## src/rtl/bb_uart_txq.sv

```systemverilog
// Transmit queue for the board UART: buffers producer bytes in a small FIFO and
// feeds them one at a time to the transmitter over the txen/txreg/txbsy handshake.
module bb_uart_txq #(
  parameter int DEPTH_LOG2 = 3,
  parameter int TO_CYCLES  = 4
) (
  input  logic                  bdclk,
  input  logic                  rst,
  input  logic                  wr_en,
  input  logic [7:0]            wr_data,
  input  logic                  clr_flags,
  input  logic                  txbsy,
  output logic                  txen,
  output logic [7:0]            txreg,
  output logic                  full,
  output logic                  empty,
  output logic [DEPTH_LOG2:0]   count,
  output logic                  ovf,
  output logic                  err
);

  localparam int DEPTH = 1 << DEPTH_LOG2;
  localparam int TO_W  = (TO_CYCLES > 2) ? $clog2(TO_CYCLES) : 1;
  localparam logic [TO_W-1:0]       TO_LAST   = TO_W'(TO_CYCLES - 1);
  localparam logic [DEPTH_LOG2:0]   CNT_FULL  = (DEPTH_LOG2 + 1)'(DEPTH);

  // IDLE: issue head when queued and tx idle | WAIT_BSY: await txbsy or time out | WAIT_IDLE: await txbsy fall
  typedef enum logic [1:0] {
    S_IDLE      = 2'd0,
    S_WAIT_BSY  = 2'd1,
    S_WAIT_IDLE = 2'd2
  } state_t;

  state_t                state_q, state_d;
  logic [TO_W-1:0]       to_cnt_q, to_cnt_d;
  logic                  txen_q, txen_d;
  logic [7:0]            txreg_q, txreg_d;
  logic                  ovf_q, ovf_d;
  logic                  err_q, err_d;
  logic [DEPTH_LOG2-1:0] wr_ptr_q, wr_ptr_d;
  logic [DEPTH_LOG2-1:0] rd_ptr_q, rd_ptr_d;
  logic [DEPTH_LOG2:0]   count_q, count_d;
  logic                  full_q, full_d;
  logic                  empty_q, empty_d;
  logic [7:0]            mem_q [DEPTH];

  logic push;
  logic pop;
  logic timeout;

  // Sequencer
  always_comb begin
    state_d  = state_q;
    to_cnt_d = to_cnt_q;
    txen_d   = 1'b0;
    txreg_d  = txreg_q;
    pop      = 1'b0;
    timeout  = 1'b0;
    case (state_q)
      S_IDLE: begin
        if (!empty_q && !txbsy) begin
          txen_d   = 1'b1;
          txreg_d  = mem_q[rd_ptr_q];
          pop      = 1'b1;
          to_cnt_d = '0;
          state_d  = S_WAIT_BSY;
        end
      end
      S_WAIT_BSY: begin
        if (txbsy) begin
          state_d = S_WAIT_IDLE;
        end else if (to_cnt_q == TO_LAST) begin
          timeout = 1'b1;
          state_d = S_IDLE;
        end else begin
          to_cnt_d = to_cnt_q + 1'b1;
        end
      end
      S_WAIT_IDLE: begin
        if (!txbsy) state_d = S_IDLE;
      end
      default: state_d = S_IDLE;
    endcase
  end

  // FIFO bookkeeping; a write while full is dropped even if a pop frees a slot
  always_comb begin
    push     = wr_en && !full_q;
    wr_ptr_d = push ? wr_ptr_q + 1'b1 : wr_ptr_q;
    rd_ptr_d = pop  ? rd_ptr_q + 1'b1 : rd_ptr_q;
    case ({push, pop})
      2'b10:   count_d = count_q + 1'b1;
      2'b01:   count_d = count_q - 1'b1;
      default: count_d = count_q;
    endcase
    full_d  = (count_d == CNT_FULL);
    empty_d = (count_d == '0);
  end

  // Sticky flags: a new event on the clear edge wins
  always_comb begin
    ovf_d = ovf_q;
    err_d = err_q;
    if (clr_flags) begin
      ovf_d = 1'b0;
      err_d = 1'b0;
    end
    if (wr_en && full_q) ovf_d = 1'b1;
    if (timeout)         err_d = 1'b1;
  end

  always_ff @(posedge bdclk) begin
    if (rst) begin
      state_q  <= S_IDLE;
      to_cnt_q <= '0;
      txen_q   <= 1'b0;
      txreg_q  <= 8'h00;
      ovf_q    <= 1'b0;
      err_q    <= 1'b0;
      wr_ptr_q <= '0;
      rd_ptr_q <= '0;
      count_q  <= '0;
      full_q   <= 1'b0;
      empty_q  <= 1'b1;
    end else begin
      state_q  <= state_d;
      to_cnt_q <= to_cnt_d;
      txen_q   <= txen_d;
      txreg_q  <= txreg_d;
      ovf_q    <= ovf_d;
      err_q    <= err_d;
      wr_ptr_q <= wr_ptr_d;
      rd_ptr_q <= rd_ptr_d;
      count_q  <= count_d;
      full_q   <= full_d;
      empty_q  <= empty_d;
    end
  end

  // Storage is intentionally not reset
  always_ff @(posedge bdclk) begin
    if (push && !rst) mem_q[wr_ptr_q] <= wr_data;
  end

  assign txen  = txen_q;
  assign txreg = txreg_q;
  assign full  = full_q;
  assign empty = empty_q;
  assign count = count_q;
  assign ovf   = ovf_q;
  assign err   = err_q;

endmodule

```

## config.mk

```make
export PLATFORM = sky130hd
export DESIGN_NAME = bb_uart_txq
export DESIGN_NICKNAME = d
export VERILOG_FILES = /design/src/rtl/bb_uart_txq.sv
export SDC_FILE = /design/constraint.sdc
export NUM_CORES = 1
export LEC_CHECK = 0
export ABC_AREA = 1
export CAP_MARGIN = 20
export CORE_ASPECT_RATIO = 0.5
export CORE_MARGIN = 2
export CORE_UTILIZATION = 36
export DETAILED_ROUTE_END_ITERATION = 7
export PLACE_DENSITY = 0.63
export SYNTH_ARGS = -nofsm -noshare
export SYNTH_HDL_FRONTEND = slang
export SYNTH_SLANG_ARGS = --single-unit
```

## constraint.sdc

```tcl
create_clock -name bdclk -period 2.5 [get_ports bdclk]
set_input_delay 0.25 -clock bdclk [delete_from_list [all_inputs] [get_ports bdclk]]
set_output_delay 0.25 -clock bdclk [all_outputs]
set_load 0.03 [all_outputs]
```

# == Word-level counts from Yosys, hierarchy flattened ==
# Memories as Yosys holds them, arrays and structs flattened. A register that Yosys moved wholly into a read port is not among the register bits.
# Index checks and enable logic that the tools add are counted.
# totals
register_bits,19
ram_bits,64
input_bits,13
output_inout_bits,17
wordCells,63
memories,1
# mem_list
memory,depth,word_bits,rd,rd_clocked_by_memory_dff,wr,line,text
mem_q,8,8,1,1,1,45,logic [7:0] mem_q [DEPTH];
# op_classes
n_addsub,5
eq_ne,11
n_mux,20
n_reduce_logical,16
# ops
cell,count
two-way mux 2 bit,7
two-way mux 1 bit,10
inequality test 2 bit (second input constant),4
one-hot mux 4 bit (2 select lines),1
adder 3 x 1 -> 3 bit (second input constant),2
== test 2 bit (second input constant),3
one-hot mux 2 bit (3 select lines),1
nonzero test 2 bit,3
adder 4 x 1 -> 4 bit (second input constant),1
== test 2 x 1 -> 1 bit (second input constant),2
== test 4 bit (second input constant),1
logical AND 1 bit,4
logical NOT 1 bit,4
logical NOT 4 bit,1
one-hot mux 2 bit (2 select lines),1
AND reduction 4 bit,1
subtractor 4 x 1 -> 4 bit (second input constant),1
inequality test 3 bit (second input constant),1
AND reduction 3 bit,1
adder 2 x 1 -> 2 bit (second input constant),1
logical NOT 2 bit,1
AND reduction 2 bit,1

# == Logic depth before layout (Yosys ltp) ==
# depth
ltp_word,7
mapped_depth,16
depth_no_buf,15

# == Worst setup path before layout ==
# OpenSTA, ideal clock, no wires.
# synth_timing
path_type,register to register
start,"reg empty_q, in the netlist empty"
end,"reg empty_q, in the netlist empty"
setup_ns,0.109
t_arrival_ns,2.054
required_ns,2.391
path_slack_ns,0.338
stages_incl_launch_ff,16
n_path_buf,1
period_less_slack_ns,2.162
path_cell_list,dfxtp_1 -> nor2_1 -> nand2_1 -> inv_1 -> buf_2 -> ha_1 -> nor2_1 -> nor2_1 -> ha_1 -> inv_1 -> o21ai_0 -> nor2_1 -> nand3_1 -> nand2_1 -> nand2_1 -> inv_1
# synth_between
elab_chain_len,7
elab_cells_between_ends,8
cone_classes,2 x eq/ne; 3 x mux; 3 x reduce/logical
# synth_lines
item,line,text
from (decl),44,"logic empty_q, empty_d;"
from (signal assigned),136,empty_q <= empty_d;
logical NOT 1 bit (*),61,if (!empty_q && !txbsy) begin
logical AND 1 bit (*),61,
two-way mux 1 bit (*),61,
two-way mux 1 bit (*),-,
named net pop,48,logic pop;
== test 2 x 1 -> 1 bit / == test 2 bit (equally long branches),91,"case ({push, pop})"
one-hot mux 4 bit (2 select lines) (*),91,
logical NOT 4 bit (*),97,empty_d = (count_d == '0);
# The timed path passes the listed nets; every way through them passes the cells marked *.
# A chain may end at the register's enable or synchronous reset.

# == Final worst setup path ==
# layout_timing
start,in wr_en
end,"reg empty_q, in the netlist empty"
# layout_between
elab_chain_len,4
elab_cells_between_ends,5
cone_classes,2 x eq/ne; 1 x mux; 2 x reduce/logical
# layout_lines
item,line,text
from (decl),9,"input logic wr_en,"
logical AND 1 bit (*),88,push = wr_en && !full_q;
== test 2 x 1 -> 1 bit / == test 2 bit (equally long branches),91,
one-hot mux 4 bit (2 select lines) (*),91,
logical NOT 4 bit (*),97,
# Every way passes the cells marked *; elsewhere a longest branch is shown, timed or not.

==> qor.txt <==
status = completed
Net Count, Synth = 370
Ant. Diodes = 0
fillers = 942
number of failing setup endpoints in the final timing report = 0
Yosys cell types = 25
Final TNS setup = 0 ps
library cell with the largest summed area after synthesis = sky130_fd_sc_hd__edfxtp_1
Routed WL per cell = 14.8 µm
number of enable flip-flop cells after synthesis = 64
largest net degree at the start of global routing = 35
FF-to-FF path depth = 13
die area = 11200 µm²
hold buffer count at CTS = 0
multi-input gate area in the final layout = 1060 µm²
Rows = 26
share of post-route cells with drive strength above 1 = 9.57%
post-cts resize count = 0
capturing element type of the critical path = flop
Async SR Flop Fraction = 0%
critical setup path kind = primary input to flop
# nets final = 411
Fmax achieved = 483 MHz
clock root cell = sky130_fd_sc_hd__clkbuf_16
number of register bits inferred by synthesis = 91
MaxCap Viol Count = 0
CP Launch Type = primary input
y dimension of the die = 75.9 µm
post-detailed-routing wire length = 7.95 mm
post-detailed-route count of antenna-violating nets = 0
final number of hold-violating endpoints = 0
top cell types by occurrence after synthesis = sky130_fd_sc_hd__nor2_1 (72), sky130_fd_sc_hd__edfxtp_1 (64), sky130_fd_sc_hd__nand2_1 (36)
count of pins on the block boundary = 30
data arrival time of the critical path = 2310 ps
last weighted congestion value of the routability-driven placer = 0.806
Post-Synthesis Cells = 351
global route total overflow = 0
Yosys warning count = 0
leading cell type by number of instances after synthesis = sky130_fd_sc_hd__nor2_1
required time at the endpoint of the critical path = 2740 ps
clk slew on worst S/H paths = 60 ps
combined flip-flop and latch cell area = 2460 µm²
shortest period the worst path allows = 2070 ps
detailed-route vias per instance = 4.77
H-tree depth reported by CTS = 3
total power divided by cell area = 975 nW/µm²
clock tree from TritonCTS = yes
fraction of synthesized cell area taken by the top area cell type = 51.7%
GRT Total Usage = 15.3%
Core Region = 10100 µm²
worst clock skew = 3.31 ps
fin. max-slew vios = 0
sequential-to-total area share from yosys stat = 66.2%
worst slew margin relative to its limit = 60.8%
post-synthesis average cell area = 10.6 µm²
cts bufs inserted = 9
TritonRoute pass-1 iters = 5
first-pass GRT wire length = 12.7 mm
initial core utilization = 36.7%
DRC viols = 0
growth of design area from synthesis to finish = 21.6%
cell types with the largest area share after synthesis = sky130_fd_sc_hd__edfxtp_1 (52%), sky130_fd_sc_hd__dfxtp_1 (15%), sky130_fd_sc_hd__nor2_1 (7.3%)
CP max FO = 6
worst hold-check path type = flop to flop
peak ir drop on the vdd network = 423 µV
Pwr Total = 4.41 mW
insertion delay of the later-clocked pin in the worst-skew pair = 340 ps
leakage = 1.65 nW
maximum clock path buffer count = 2
unrepaired setup endpoints after global routing = no
most common flop cell mapped by yosys = sky130_fd_sc_hd__edfxtp_1
via count of the first global-routing pass = 2524
Worst Tran Pin Value = 587 ps
mapped cell area = 3720 µm²
initial antenna violation count = 0
Tcrit/Tclk final = 82.7%
number of buffers inserted to repair setup after CTS = 0
count of input and output buffers = 29
total number of clock tree sinks = 91
via count = 2560
sum of net half-perimeters after detailed placement = 4.99 mm
Min-Delay Path Depth = 2
Die X-Extent = 148 µm
starting DRC count in detailed routing = 197
## cells in the final DEF (no fill, tap or decap), drive strengths merged
cell type      netlist  layout
dfxtp               27      27
nand2b               1       1
nand3               27      27
a21oi               20      20
nand3b               1       1
nand2               36      36
nor2                75      75
o211ai               8       8
clkbuf               3       9
clkinv               2       6
ha                   6       6
clkdlybuf4s50        0      29
bufinv               0       2
nor3                 5       5
buf                 12      16
inv                 22      23
edfxtp              64      64
o21ai               40      40
xnor2                2       2
## cells by family (layout without fill, tap and decap cells)
family | after synthesis | after routing | share of synthesized area, %
simple gates | 145 | 145 | 16.1
flops | 91 | 91 | 66.2
compound gates | 68 | 68 | 10.1
buf+inv | 39 | 85 | 5.12
fa+ha+maj | 6 | 6 | 2.02
xor+xnor | 2 | 2 | 0.471
## metrics by stage
| step | instances | area [µm²] | hold slack (ps) | util (%) | setup WS, ps |
|---|---|---|---|---|---|
| 4_1_cts | 537 | 4520 | 463 | 44.7 | 439 |
| 6_report | 537 | 4520 | 460 | 44.7 | 432 |
| 2_1_floorplan | 351 | 3720 | 349 | - | 338 |
| 5_1_grt | 537 | 4520 | 484 | 44.7 | 166 |
| 3_5_place_dp | 521 | 4200 | 452 | 41.5 | 106 |
| 3_3_place_gp | 521 | 4200 | 450 | 41.5 | 174 |
## flip-flops by register name, indices dropped and copies added, names as in the netlist
signal / cells
ovf: 1
full: 1
txreg: 8
count: 4
err: 1
state_q: 2
wr_ptr_q: 3
to_cnt_q: 2
mem_q: 64
rd_ptr_q: 3
txen: 1
empty: 1
## worst max-delay path, stage by stage
cell and delay (ps):
sky130_fd_sc_hd__clkdlybuf4s50_1 480, sky130_fd_sc_hd__inv_1 40, sky130_fd_sc_hd__nor2_1 130, sky130_fd_sc_hd__inv_1 120, sky130_fd_sc_hd__ha_1 240, sky130_fd_sc_hd__nor2_1 130
sky130_fd_sc_hd__nor2_1 70, sky130_fd_sc_hd__ha_1 270, sky130_fd_sc_hd__inv_1 30, sky130_fd_sc_hd__o21ai_0 200, sky130_fd_sc_hd__nor2_1 80, sky130_fd_sc_hd__nand3_1 110
sky130_fd_sc_hd__nand2_1 60, sky130_fd_sc_hd__nand2_1 70, sky130_fd_sc_hd__inv_1 30
## power breakdown
group	switching (mW)	internal, mW	leakage [nW]
Clock	0.552	0.873	0.157
Sequential	0.0933	1.75	0.799
Combinational	0.720	0.418	0.693
## cell type report
cell class	instances	area share [%]
clock buffers	9	4.98
clock inverters	7	2.02
inverters	24	1.99
multi-input cells	221	23.6
flip-flops and latches	91	54.5
well taps	140	3.88
repair buffers	45	9.08
## per-layer routing
metal	track usage, %	part of all wire [%]	vias to the layer above
li1	-	-	1282
met1	18.9	46	1219
met2	26.4	47	47
met3	4.13	5.3	12
met4	5.88	1.6	0
met5	0	0	-
## final timing paths
path	end	slack (ps)	from
setup / recovery	empty	430	wr_en
hold / removal	ovf	460	ovf
setup reg to reg	empty	510	full
hold reg to reg	ovf	460	ovf
Power figures use the tool's default switching activity.
